[config.mk]
export PLATFORM = sky130hd
export DESIGN_NAME = fetch_stage
export DESIGN_NICKNAME = d
export VERILOG_FILES = /design/src/rtl/fetch_stage_pkg.sv /design/src/rtl/fetch_stage_pc_gen.sv /design/src/rtl/fetch_stage.sv
export SDC_FILE = /design/constraint.sdc
export NUM_CORES = 1
export LEC_CHECK = 0
export ABC_AREA = 1
export BUFFER_PORTS_ARGS = -buffer_cell sky130_fd_sc_hd__buf_2
export CAP_MARGIN = 20
export CELL_PAD_IN_SITES_DETAIL_PLACEMENT = 0
export CELL_PAD_IN_SITES_GLOBAL_PLACEMENT = 1
export CORE_MARGIN = 2
export CORE_UTILIZATION = 25
export CTS_CLUSTER_DIAMETER = 60
export DETAILED_ROUTE_END_ITERATION = 16
export GPL_TIMING_DRIVEN = 0
export PLACE_DENSITY_LB_ADDON = 0.1
export SYNTH_ARGS = -nofsm -noshare
export SYNTH_HDL_FRONTEND = slang
export SYNTH_SLANG_ARGS = --single-unit
[constraint.sdc]
create_clock -name clk -period 2.2 [get_ports clk]
set_input_delay 0 -clock clk [delete_from_list [all_inputs] [get_ports clk]]
set_output_delay 0 -clock clk [all_outputs]
set_load 0.01 [all_outputs]
[src/rtl/fetch_stage_pkg.sv]
// Shared front-end constants and helpers, reused by fetch, decode and
// immediate generation.
package fetch_stage_pkg;

   localparam int unsigned     PC_W         = 32;
   localparam logic [PC_W-1:0] RESET_PC_DEF = 32'h0000_2000;
   localparam logic [31:0]     NOP_INST     = 32'h0000_0013;

   typedef enum logic [1:0] {
      SEL_RESET    = 2'd0,
      SEL_REDIRECT = 2'd1,
      SEL_HOLD     = 2'd2,
      SEL_SEQ      = 2'd3
   } pc_sel_e;

   // Misaligned redirect targets are silently word-aligned, never trapped.
   function automatic logic [PC_W-1:0] align_pc(input logic [PC_W-1:0] pc);
      return {pc[PC_W-1:2], 2'b00};
   endfunction

endpackage

[src/rtl/fetch_stage_pc_gen.sv]
// Combinational next-PC selection for the fetch stage.
// Priority: reset, then redirect, then stall, else sequential +4.
module fetch_pc_gen
   import fetch_stage_pkg::*;
(
   input  logic            reset,
   input  logic            stall,
   input  logic            redirect_valid,
   input  logic [PC_W-1:0] redirect_pc,
   input  logic [PC_W-1:0] reset_pc,
   input  logic [PC_W-1:0] pc_f,
   output logic [PC_W-1:0] pc_next
);

   pc_sel_e sel_s;

   // Choose the next-PC source and form the next fetch address.
   always_comb begin
      sel_s   = SEL_SEQ;
      pc_next = pc_f;
      if (reset) begin
         sel_s = SEL_RESET;
      end else if (redirect_valid) begin
         sel_s = SEL_REDIRECT;
      end else if (stall) begin
         sel_s = SEL_HOLD;
      end else begin
         sel_s = SEL_SEQ;
      end
      case (sel_s)
         SEL_RESET:    pc_next = reset_pc;
         SEL_REDIRECT: pc_next = align_pc(redirect_pc);
         SEL_HOLD:     pc_next = pc_f;
         SEL_SEQ:      pc_next = pc_f + 32'd4;
         default:      pc_next = reset_pc;
      endcase
   end

endmodule

[src/rtl/fetch_stage.sv]
// Instruction fetch stage in front of a 1-cycle synchronous IMEM: PC
// registers, a one-entry hold buffer for stalls, and redirect flushing.
module fetch_stage
   import fetch_stage_pkg::*;
#(
   parameter logic [PC_W-1:0] RESET_PC = RESET_PC_DEF
) (
   input  logic            clk,
   input  logic            reset,
   input  logic            stall,
   input  logic            redirect_valid,
   input  logic [PC_W-1:0] redirect_pc,
   output logic [PC_W-1:0] imem_addr,
   input  logic [31:0]     imem_dout,
   output logic [31:0]     inst,
   output logic [PC_W-1:0] inst_pc,
   output logic            inst_valid
);

   logic [PC_W-1:0] pc_f_r;
   logic [PC_W-1:0] pc_d_r;
   logic [PC_W-1:0] pc_next_s;
   logic            valid_r;
   logic            hold_r;
   logic [31:0]     hold_inst_r;
   logic [31:0]     inst_raw_s;
   logic            inst_valid_s;

   fetch_pc_gen u_pc_gen (
      .reset          (reset),
      .stall          (stall),
      .redirect_valid (redirect_valid),
      .redirect_pc    (redirect_pc),
      .reset_pc       (RESET_PC),
      .pc_f           (pc_f_r),
      .pc_next        (pc_next_s)
   );

   // Decode-side instruction mux; a redirect kills the slot in the same cycle.
   always_comb begin
      inst_valid_s = valid_r & ~redirect_valid;
      if (hold_r) begin
         inst_raw_s = hold_inst_r;
      end else begin
         inst_raw_s = imem_dout;
      end
      if (inst_valid_s) begin
         inst = inst_raw_s;
      end else begin
         inst = NOP_INST;
      end
   end

   assign imem_addr  = pc_f_r;
   assign inst_pc    = pc_d_r;
   assign inst_valid = inst_valid_s;

   // PC, valid and hold-buffer state update.
   always_ff @(posedge clk) begin
      pc_f_r <= pc_next_s;
      if (reset) begin
         pc_d_r      <= 32'h0000_0000;
         valid_r     <= 1'b0;
         hold_r      <= 1'b0;
         hold_inst_r <= 32'h0000_0000;
      end else if (redirect_valid) begin
         valid_r <= 1'b0;
         hold_r  <= 1'b0;
      end else if (stall) begin
         // IMEM output moves on once the address stops advancing, so latch it once.
         if (!hold_r) begin
            hold_inst_r <= imem_dout;
            hold_r      <= 1'b1;
         end else begin
            hold_r <= 1'b1;
         end
      end else begin
         pc_d_r  <= pc_f_r;
         valid_r <= 1'b1;
         hold_r  <= 1'b0;
      end
   end

endmodule
==> implementation parameters, run 1 <==
Parameter                              Value

Drt
  Post-DRT Antenna Nets ... 0
  Via count ... 4839
  Metal3 WL ... ~780 microns
  Detailed route wirelength on metal2 ... 7390 microns
  Post-Route M1 WL ... between 7000 and 8000 microns
  Highest metal layer with signal wires ... met4
  Aggregate routed wire length ... around 16000 microns
  Initial drt markers ... around 240
  Post-route DRC ... 0
  First-pass iteration count of the detailed router ... 4
  DR vias/cell ... 4.37
  Wire per inst ... 14.2 microns

GRT
  GRT Total Usage ... 15.6%
  Antenna violations before repair ... 0
  Maximum number of pins on one net before global-route repair ... 40
  Wire length of the first global-routing pass ... approximately 24000 microns
  Overflow left after global routing ... 0
  Number of global-route vias before repair ... 4665

Synth
  Adder-Cell Fraction of Synth Area ... less than 1%
  Count of yosys warnings during synthesis ... 0
  Top cells by instance count after synthesis ... sky130_fd_sc_hd__nand2_1, sky130_fd_sc_hd__nor2_1, sky130_fd_sc_hd__o21ai_0
  Post-synth EDFFs ... 30
  Share of the synthesized area in the top cell type ... 27.4%
  Seq/Total Area, Yosys ... 46.7%
  Top post-synthesis cells by area ... sky130_fd_sc_hd__dfxtp_1, sky130_fd_sc_hd__edfxtp_1, sky130_fd_sc_hd__nand2_1, sky130_fd_sc_hd__o21ai_0, sky130_fd_sc_hd__nor2_1
  Dominant synthesized flop cell ... sky130_fd_sc_hd__dfxtp_1
  Synthesized-area fraction occupied by ao, oa, aoi and oai cells ... 15.4%
  Area of the mapped netlist ... 0.00468 sq mm
  Cell count after synthesis ... 638
  Share of synthesized registers carrying an async set or reset ... 0%
  Post-synthesis xor/xnor area fraction ... 0.375%
  Area fraction in and, or, nand and nor cells after synthesis ... 27.8%
  Count of different cell masters after synthesis ... 30
  Dominant combinational cell family by area after synthesis ... simple AND/OR/NAND/NOR gates
  Post-synthesis mux area share ... 0%
  Synth Area per Inst ... 7.33 sq um
  Cell accounting for the most synthesized area ... sky130_fd_sc_hd__dfxtp_1
  Post-synthesis sequential element count ... between 90 and 100
  Leading cell type by number of instances after synthesis ... sky130_fd_sc_hd__nand2_1

Placement
  Worst slack after detailed placement ... between 0.4 and 0.5 ns
  Placed insts ... a little over 1k
  GP Congestion ... 0.776
  Total half-perimeter wirelength after legalization and detailed placement ... roughly 12000 microns
  Number of I/O port buffers ... 158
  Post-DP Area ... 0.00577 sq mm

Clock network
  Buffers inserted by post-CTS timing repair ... 0
  Clock root buffer master ... sky130_fd_sc_hd__clkbuf_16
  Post-cts resize count ... 0
  Number of buffers added by the clock tree synthesis step ... 9
  Maximum level of the CTS H-tree ... 3
  CTS tree ... built
  Latest clock arrival within the worst-skew pair ... 0.34 ns
  Post-cts hold buffer count ... 59
  Number of clock sinks ... 94
  Clock input transition at the sequential cells of the worst setup and hold paths ... ~0.07 ns
  Maximum number of buffers from clock root to sink ... 2

Finish
  Number of antenna diodes ... 0
  Area of all placed cells without fillers ... about 0.0066 sq mm
  Layout cells sized above 1 ... 25.7%
  Layout-stage area growth over the synthesis result ... 41.9%
  Final standard cell count with taps included and fillers excluded ... 1108
  Fin nets ... 938

Timing
  Post-Route Skew ... a little under 0.005 ns
  Crit path setup slack, layout ... 0.334 ns
  Measured slew at the worst slew-check pin ... 0.999 ns
  Final slew viol count ... 0
  Hold violation count in the final report ... 0
  Period Utilization, post-route ... 84.8%
  Final setup violating endpoints ... 0
  Aggregate negative setup slack ... 0 ns
  Slew HR ... 33.4%
  Highest Clock Rate ... 536 MHz
  Min Clock Period, post-route ... 1.87 ns
  RSZ-0062 raised after global routing ... no

Die
  Die ar. ... 0.0198 sq mm
  Initial cell density of the core ... 25.3%
  X dimension of the die ... 141 microns
  Top-level port count ... approximately 170
  Row cnt ... 50
  Die Y ... 141 microns
  Core region area ... 0.0185 sq mm

Worst setup path
  WS Path Type ... in -> reg
  Type of element capturing the critical path ... flip-flop
  CP Launch Point ... reset
  Endpoint of the worst register-to-register path ... imem_addr[24]$_SDFFCE_PN0P_
  Worst setup path endpoint ... imem_addr[19]$_SDFFCE_PN0P_
  Source of the worst register-to-register timing path ... imem_addr[3]$_SDFFCE_PN0P_
  Worst Path Arrival ... between 1.5 and 2 ns
  Biggest fanout along the worst timing path ... 39
  Count of cells along the worst register-to-register path ... 8
  Slowest cell on the critical path ... sky130_fd_sc_hd__buf_2
  Kind of start point of the critical path ... primary input
  Flop2flop setup slack ... between 0.4 and 0.5 ns
  Stage delay of the slowest cell on the critical path ... 0.78 ns
  Required time worst endpoint ... 2.16 ns
  Cell chain of the critical path ... dlygate4sd3_1, buf_2, inv_2, nand2_1, nor2_2, inv_2, buf_2

Pwr
  Pleak ... 0.00298 uW
  PD cells ... 624 mW/mm^2
  Peak supply drop ... 345 uV
  Overall Power ... 4140 uW

Run status
  Status ... complete, no violations

Hold path
  Source of the worst hold timing path ... imem_dout[3]
  Worst min-delay path category ... in -> reg

Flow run
  Max Cap Violations ... 0
layout make-up:
type                       count  area, sq um
buffer                        34          184
clock buffer                  15          268
clock inverter                 1         5.00
fill                        2011        11900
inverter                      69          259
multi-input combinational    444         2060
sequential                    94         2180
tap                          234          293
timing repair buffer         217         1380
where the power goes:
group | total (uW) | internal, uW | switching (uW)
registers | 2000 | 1910 | 91.5
logic | 643 | 287 | 356
clock network | 1500 | 830 | 665
kinds of logic (layout without fill, tap and decap cells):
logic type / Yosys count / in the layout
xor+xnor: 2 / 2
fa+ha+maj: 1 / 1
buf+inv: 103 / 336
simple gates: 305 / 305
flops: 94 / 94
other cells: 1 / 4
compound gates: 132 / 132
critical path, delay by kind of cell:
kind / cells / cell delay (ns)
and+or+nand+nor: 2 / 0.16
buffers and inverters: 5 / 1.65
worst min-delay path by stage:
| stage | endpoint | slack [ns] | cells after the start |
|---|---|---|---|
| finish | hold_inst_r[3]$_SDFFE_PP0P_ | 0.007 | 3 |
| global route | hold_inst_r[2]$_SDFFE_PP0P_ | 0.005 | 3 |
| CTS | hold_inst_r[6]$_SDFFE_PP0P_ | 0.0001 | 3 |
| detailed placement | inst_pc[2]$_SDFFE_PP0P_ | 0.23 | 2 |
| global placement | inst_pc[2]$_SDFFE_PP0P_ | 0.22 | 2 |
| floorplan | inst_valid | 0.05 | 1 |
routing by layer:
metal	vias up	GRT usage (%)
met1	2163	20.0
li1	2527	-
met3	17	2.85
met4	0	5.21
met5	-	0
met2	132	26.5
through the flow:
| stage | utilization (%) | hold WS (ns) |
|---|---|---|
| 2_1_floorplan | - | 0.0458 |
| 3_3_place_gp | 31.2 | 0.218 |
| 3_5_place_dp | 31.2 | 0.229 |
| 4_1_cts | 35.8 | 0.000141 |
| 5_1_grt | 35.8 | 0.00492 |
| 6_report | 35.8 | 0.00689 |
cells in the final DEF, fill, tap and decap left out, types with 2 or more instances in the layout:
| cell | instances |
|---|---|
| sky130_fd_sc_hd__a21oi_1 | 22 |
| sky130_fd_sc_hd__buf_2 | 175 |
| sky130_fd_sc_hd__buf_4 | 7 |
| sky130_fd_sc_hd__clkbuf_1 | 12 |
| sky130_fd_sc_hd__clkbuf_16 | 9 |
| sky130_fd_sc_hd__clkbuf_8 | 2 |
| sky130_fd_sc_hd__conb_1 | 4 |
| sky130_fd_sc_hd__dfxtp_1 | 64 |
| sky130_fd_sc_hd__dlygate4sd3_1 | 59 |
| sky130_fd_sc_hd__edfxtp_1 | 30 |
| sky130_fd_sc_hd__inv_1 | 66 |
| sky130_fd_sc_hd__inv_2 | 3 |
| sky130_fd_sc_hd__nand2_1 | 160 |
| sky130_fd_sc_hd__nand2_2 | 5 |
| sky130_fd_sc_hd__nand3_1 | 32 |
| sky130_fd_sc_hd__nor2_1 | 86 |
| sky130_fd_sc_hd__nor2_2 | 6 |
| sky130_fd_sc_hd__nor2_4 | 9 |
| sky130_fd_sc_hd__nor3_1 | 2 |
| sky130_fd_sc_hd__o21ai_0 | 69 |
| sky130_fd_sc_hd__o21ai_1 | 5 |
| sky130_fd_sc_hd__o22ai_1 | 32 |
| sky130_fd_sc_hd__or2_2 | 3 |
| sky130_fd_sc_hd__xnor2_1 | 2 |
state kept, by name, indices dropped and copies added (netlist names):
signal / flops
valid_r: 1
hold_r: 1
inst_pc: 30
hold_inst_r: 32
imem_addr: 30
Note: power is estimated with default switching activity, not from simulation.
==> run 2: changes to the inputs <==
==> constraint.sdc (replaced) <==
create_clock -name clk -period 1.9 [get_ports clk]
set_input_delay 0 -clock clk [delete_from_list [all_inputs] [get_ports clk]]
set_output_delay 0 -clock clk [all_outputs]
set_load 0.01 [all_outputs]
==> implementation parameters, run 2 (synthesis results as in run 1) <==
Parameter                              Value

Timing
  Highest Clock Rate ... 573 MHz
  RSZ-0062 raised after global routing ... no
  Final setup violating endpoints ... 0
  Slew HR ... 58.8%
  Measured slew at the worst slew-check pin ... 0.618 ns
  Post-Route Skew ... between 0.005 and 0.006 ns
  Period Utilization, post-route ... 91.9%
  Hold violation count in the final report ... 0
  Final slew viol count ... 0
  Crit path setup slack, layout ... 0.155 ns
  Min Clock Period, post-route ... 1.75 ns
  Aggregate negative setup slack ... 0 ns

Pwr
  Pint ... 3510 uW
  Proportion of total power due to net switching ... a little over a quarter
  PD cells ... 722 mW/mm^2
  Clock power share ... 36.1%
  Switching power ... 1290 uW
  Logic gate share of total power ... about 16%
  Pleak ... 0.00298 uW
  Power share of the sequential group ... 48.3%
  Peak supply drop ... 399 uV

Worst setup path
  WS Path Type ... reg -> out
  Cell chain of the critical path ... buf_2, clkbuf_1, o21ai_0, nor2_1, buf_2
  Stage delay of the slowest cell on the critical path ... 0.40 ns
  Type of element capturing the critical path ... primary output
  Critical path's most frequent cell ... sky130_fd_sc_hd__buf_2
  Biggest fanout along the worst timing path ... 10
  Slowest cell on the critical path ... sky130_fd_sc_hd__clkbuf_1
  Worst Path Arrival ... 1.75 ns
  Required time worst endpoint ... approximately 1.9 ns
  Kind of start point of the critical path ... flip-flop

Finish
  Multi-input combinational cell area ... 0.00207 sq mm
  Flip-flop count of the largest register, all copies and words added ... 32
  Layout-stage area growth over the synthesis result ... 42.0%
  Commonest cells after routing, fill and taps aside ... sky130_fd_sc_hd__buf_2, sky130_fd_sc_hd__nand2_1, sky130_fd_sc_hd__nor2_1
  Fin nets ... between 900 and 1k
  Layout cells sized above 1 ... 25.7%
  Register with the most flip-flops ... hold_inst_r
  Area taken by flip-flops and latches ... 0.00218 sq mm
  Most frequent standard cell in the layout excluding fill and tap cells ... sky130_fd_sc_hd__buf_2
  Fillers ... roughly 2k
  Final standard cell count with taps included and fillers excluded ... 1108
  Number of antenna diodes ... 0
  Area of all placed cells without fillers ... 0.00664 sq mm

Clock network
  Number of buffers added by the clock tree synthesis step ... 9
  Maximum level of the CTS H-tree ... 3
  CTS tree ... built
  Clock input transition at the sequential cells of the worst setup and hold paths ... 0.07 ns
  Buffers inserted by post-CTS timing repair ... 0
  Maximum number of buffers from clock root to sink ... 2
  Latest clock arrival within the worst-skew pair ... 0.34 ns
  Clock root buffer master ... sky130_fd_sc_hd__clkbuf_16
  Number of clock sinks ... 94

Placement
  Post-DP Area ... 0.00577 sq mm
  Number of I/O port buffers ... 158
  Worst slack after detailed placement ... 0.161 ns
  Placed insts ... 1033
  Total half-perimeter wirelength after legalization and detailed placement ... ~12000 microns
  GP Congestion ... 0.776

GRT
  Wire length of the first global-routing pass ... approximately 24000 microns
  Overflow left after global routing ... 0
  Number of global-route vias before repair ... 4665
  Antenna violations before repair ... 0
  GRT Total Usage ... 15.6%
  Maximum number of pins on one net before global-route repair ... 40

Die
  Initial cell density of the core ... 25.3%
  Core region area ... 0.0185 sq mm
  Row cnt ... 50
  Die Y ... 141 microns
  Die ar. ... 0.0198 sq mm
  Top-level port count ... 165
  X dimension of the die ... roughly 140 microns

Drt
  Initial drt markers ... between 200 and 250
  Aggregate routed wire length ... 15700 microns
  Via count ... about 4.9k
  DR vias/cell ... 4.38
  Post-route DRC ... 0
  Post-DRT Antenna Nets ... 0
  Wire per inst ... approximately 14 microns
  First-pass iteration count of the detailed router ... 4

Flow run
  Max Cap Violations ... 0

Run status
  Status ... complete, no violations

Hold path
  Worst min-delay path category ... in -> reg
==> run 2: cell type report <==
cell class,count,area share [%]
sequential,94,32.8
multi-input combinational,444,31.1
tap,234,4.41
buffer,34,2.81
inverter,69,3.90
clock buffer,15,4.03
clock inverter,1,0.0753
timing repair buffer,217,20.8
==> run 2: metal layers <==
metal / up-vias / global-route usage, % / routed length, microns
li1: 2526 / - / -
met1: 2176 / 20.0 / 7260
met2: 133 / 26.5 / 7390
met3: 17 / 2.85 / 787
met4: 0 / 5.21 / 257
met5: - / 0 / 0
==> run 2: metrics by stage <==
| step | power [uW] | hold WS, ns | util, % |
|---|---|---|---|
| floorplan | 2710 | 0.0458 | - |
| global placement | 3010 | 0.218 | 31.2 |
| detailed placement | 3020 | 0.229 | 31.2 |
| CTS | 4870 | 0.000141 | 35.8 |
| global route | 5030 | 0.00492 | 35.9 |
| finish | 4790 | 0.00710 | 35.9 |
==> run 2: worst max-delay path, delay by kind of cell (launching register included) <==
kind / cells / cell delay, ns
flip-flops: 1 / 0.30
buffers and inverters: 3 / 0.75
AND/OR/NAND/NOR: 1 / 0.14
AO/OA/AOI/OAI: 1 / 0.21
==> run 2: power groups by stage <==
stage	Sequential, uW	Combinational, uW	Clock (uW)
after floorplan	2380	333	0
after global placement	2360	654	0
after detailed placement	2360	658	0
after CTS	2320	755	1800
after global routing	2330	832	1860
final	2320	745	1730
==> run 2: timing repair <==
item,in CTS,in global routing
gates resized for setup,0,2
hold endpoints to repair,60,0
hold buffers,59,0
endpoints found under the setup margin,0,42
==> run 2: worst paths after layout <==
path / startpoint / end / slack (ns) / depth (start not counted)
setup / recovery: hold_r$_SDFF_PP0_ / inst[29] / 0.15 / 5
hold / removal: imem_dout[3] / hold_inst_r[3]$_SDFFE_PP0P_ / 0.007 / 3
setup reg to reg: imem_addr[3]$_SDFFCE_PN0P_ / imem_addr[24]$_SDFFCE_PN0P_ / 0.18 / 8
hold reg to reg: valid_r$_SDFFE_PP0N_ / valid_r$_SDFFE_PP0N_ / 0.48 / 2
==> run 3: changes to the inputs <==
--- a/config.mk
+++ b/config.mk
@@ -12,10 +12,11 @@
 export CELL_PAD_IN_SITES_GLOBAL_PLACEMENT = 1
 export CORE_MARGIN = 2
 export CORE_UTILIZATION = 25
+export CTS_BUF_LIST = sky130_fd_sc_hd__clkbuf_8
 export CTS_CLUSTER_DIAMETER = 60
 export DETAILED_ROUTE_END_ITERATION = 16
 export GPL_TIMING_DRIVEN = 0
-export PLACE_DENSITY_LB_ADDON = 0.1
+export PLACE_DENSITY = 0.61
 export SYNTH_ARGS = -nofsm -noshare
 export SYNTH_HDL_FRONTEND = slang
 export SYNTH_SLANG_ARGS = --single-unit
==> implementation parameters, run 3 (synthesis results as in run 1) <==
Parameter                              Value

Die
  Die Y ... 141 microns
  X dimension of the die ... about 140 microns
  Core region area ... 0.0185 sq mm
  Top-level port count ... between 150 and 200
  Initial cell density of the core ... 25.3%
  Die ar. ... 0.0198 sq mm
  Row cnt ... 50

Drt
  Post-DRT Antenna Nets ... 0
  Via count ... about 4.8k
  First-pass iteration count of the detailed router ... 4
  Post-route DRC ... 0
  Wire per inst ... 14.3 microns
  DR vias/cell ... about 4.3
  Aggregate routed wire length ... 15900 microns
  Initial drt markers ... 164

Timing
  Period Utilization, post-route ... 92.9%
  Slew HR ... 59.5%
  Final slew viol count ... 0
  Final setup violating endpoints ... 0
  Measured slew at the worst slew-check pin ... slightly above 0.6 ns
  Aggregate negative setup slack ... 0 ns
  RSZ-0062 raised after global routing ... no
  Post-Route Skew ... 0.0127 ns
  Min Clock Period, post-route ... ~1.8 ns
  Hold violation count in the final report ... 0
  Highest Clock Rate ... around 570 MHz

Pwr
  Proportion of total power due to net switching ... 28.4%
  Logic gate share of total power ... 16.1%
  Pint ... 3340 uW
  Clock power share ... roughly a third
  PD cells ... 699 mW/mm^2
  Peak supply drop ... 381 uV
  Pleak ... ~0.003 uW
  Switching power ... 1320 uW
  Power share of the sequential group ... 49.7%

Clock network
  Maximum number of buffers from clock root to sink ... 2
  Clock input transition at the sequential cells of the worst setup and hold paths ... 0.10 ns
  Clock root buffer master ... sky130_fd_sc_hd__clkbuf_8
  Number of clock sinks ... 94
  Latest clock arrival within the worst-skew pair ... 0.39 ns
  Maximum level of the CTS H-tree ... 3
  CTS tree ... built
  Number of buffers added by the clock tree synthesis step ... 9

Worst setup path
  Flop2flop setup slack ... 0.13 ns
  Type of element capturing the critical path ... flip-flop
  Count of cells along the worst register-to-register path ... 8
  WS Path Type ... reg -> reg
  Source of the worst register-to-register timing path ... imem_addr[3]$_SDFFCE_PN0P_
  Required time worst endpoint ... 2.04 ns
  Endpoint of the worst register-to-register path ... imem_addr[26]$_SDFFCE_PN0P_
  Biggest fanout along the worst timing path ... 6
  Worst Path Arrival ... roughly 1.9 ns
  Kind of start point of the critical path ... flip-flop

Hold path
  Destination of the worst hold path ... imem_addr[13]$_SDFFCE_PN1P_
  Worst hold path stage count ... 3
  Worst min-delay path category ... in -> reg
  Source of the worst hold timing path ... redirect_valid

Finish
  Flip-flop count of the largest register, all copies and words added ... 32
  Number of antenna diodes ... 0
  Commonest cells after routing, fill and taps aside ... sky130_fd_sc_hd__buf_2, sky130_fd_sc_hd__nand2_1, sky130_fd_sc_hd__nor2_1
  Register with the most flip-flops ... hold_inst_r
  Layout cells sized above 1 ... a little over a quarter
  Most frequent standard cell in the layout excluding fill and tap cells ... sky130_fd_sc_hd__buf_2
  Fillers ... ~2k
  Fin nets ... 944
  Area of all placed cells without fillers ... 0.00667 sq mm
  Layout-stage area growth over the synthesis result ... 42.5%

Run status
  Status ... complete, no violations

GRT
  Number of global-route vias before repair ... 4788
  Overflow left after global routing ... 0
  GRT Total Usage ... 16.3%
  Maximum number of pins on one net before global-route repair ... 40
  Wire length of the first global-routing pass ... between 20000 and 30000 microns
  Antenna violations before repair ... 0

Placement
  Number of I/O port buffers ... 158
  Post-DP Area ... a little under 0.006 sq mm
  GP Congestion ... roughly 0.77
  Total half-perimeter wirelength after legalization and detailed placement ... 11700 microns

Flow run
  Max Cap Violations ... 0
[run 3: cell types whose count changed in the layout (fill, tap and decap cells not counted), sizes merged]
| cell | previous run | this run |
|---|---|---|
| dlygate4sd3 | 59 | 65 |
| clkbuf | 25 | 20 |
| bufinv | 0 | 2 |
| clkinv | 1 | 2 |
| clkinvlp | 0 | 1 |
| inv | 69 | 70 |
[run 3: worst max path at each step]
stage	start	end	depth (start not counted)
3_3_place_gp	imem_addr[3]$_SDFFCE_PN0P_	imem_addr[20]$_SDFFCE_PN0P_	8
4_1_cts	hold_r$_SDFF_PP0_	inst[19]	5
3_5_place_dp	imem_addr[3]$_SDFFCE_PN0P_	imem_addr[24]$_SDFFCE_PN0P_	8
5_1_grt	hold_r$_SDFF_PP0_	inst[9]	5
6_report	imem_addr[3]$_SDFFCE_PN0P_	imem_addr[26]$_SDFFCE_PN0P_	8
2_1_floorplan	imem_addr[3]$_SDFFCE_PN0P_	imem_addr[14]$_SDFFCE_PN0P_	8
[run 3: critical path, cell delays in order (launching register included)]
cell and delay (ns):
sky130_fd_sc_hd__edfxtp_1 0.44, sky130_fd_sc_hd__ha_1 0.22, sky130_fd_sc_hd__nand2_2 0.10, sky130_fd_sc_hd__nor2_4 0.15
sky130_fd_sc_hd__nand2_2 0.12, sky130_fd_sc_hd__nor2_4 0.23, sky130_fd_sc_hd__nand3_1 0.11, sky130_fd_sc_hd__nand3_1 0.10
sky130_fd_sc_hd__nand2_1 0.05
[run 3: through the flow]
stage	total power, uW	hold slack, ns	worst slack [ns]	instances	utilization, %
final	4660	0.0366	0.135	1114	36.0
after detailed placement	3020	0.221	0.107	1033	31.2
after floorplan	2710	0.0458	0.276	641	-
after global routing	4920	0.0642	0.0118	1114	36.0
after CTS	4750	0.00813	0.0468	1114	35.9
after global placement	3020	0.214	0.123	1033	31.2
[run 3: power groups by stage]
| stage | Combinational, uW | Clock (uW) | Sequential, uW |
|---|---|---|---|
| final | 750 | 1590 | 2320 |
| after floorplan | 333 | 0 | 2380 |
| after global placement | 654 | 0 | 2370 |
| after detailed placement | 654 | 0 | 2370 |
| after global routing | 847 | 1740 | 2340 |
| after CTS | 760 | 1670 | 2320 |
[run 3: layout make-up]
cell class | count | area (sq um) | share of cell area (%)
clock buffers | 10 | 138 | 2.06
clock inverters | 6 | 93.8 | 1.41
plain buffers | 34 | 191 | 2.87
repair buffers | 223 | 1440 | 21.6
well taps | 234 | 293 | 4.39
flip-flops and latches | 94 | 2180 | 32.7
inverters | 69 | 259 | 3.89
multi-input cells | 444 | 2070 | 31.0
[run 3: what timing repair did]
item	in CTS	in global routing
gates resized for setup	0	10
buffers inserted	0	0
endpoints found under the hold margin	65	0
hold buffers	65	0
setup endpoints to repair	0	43
[run 3: routing by layer]
| layer | track usage, % | vias up | routed length [microns] |
|---|---|---|---|
| met4 | 4.53 | 0 | 124 |
| met2 | 27.9 | 147 | 7550 |
| met3 | 4.25 | 10 | 1030 |
| met5 | 0 | - | 0 |
| met1 | 20.5 | 2121 | 7190 |
| li1 | - | 2537 | - |
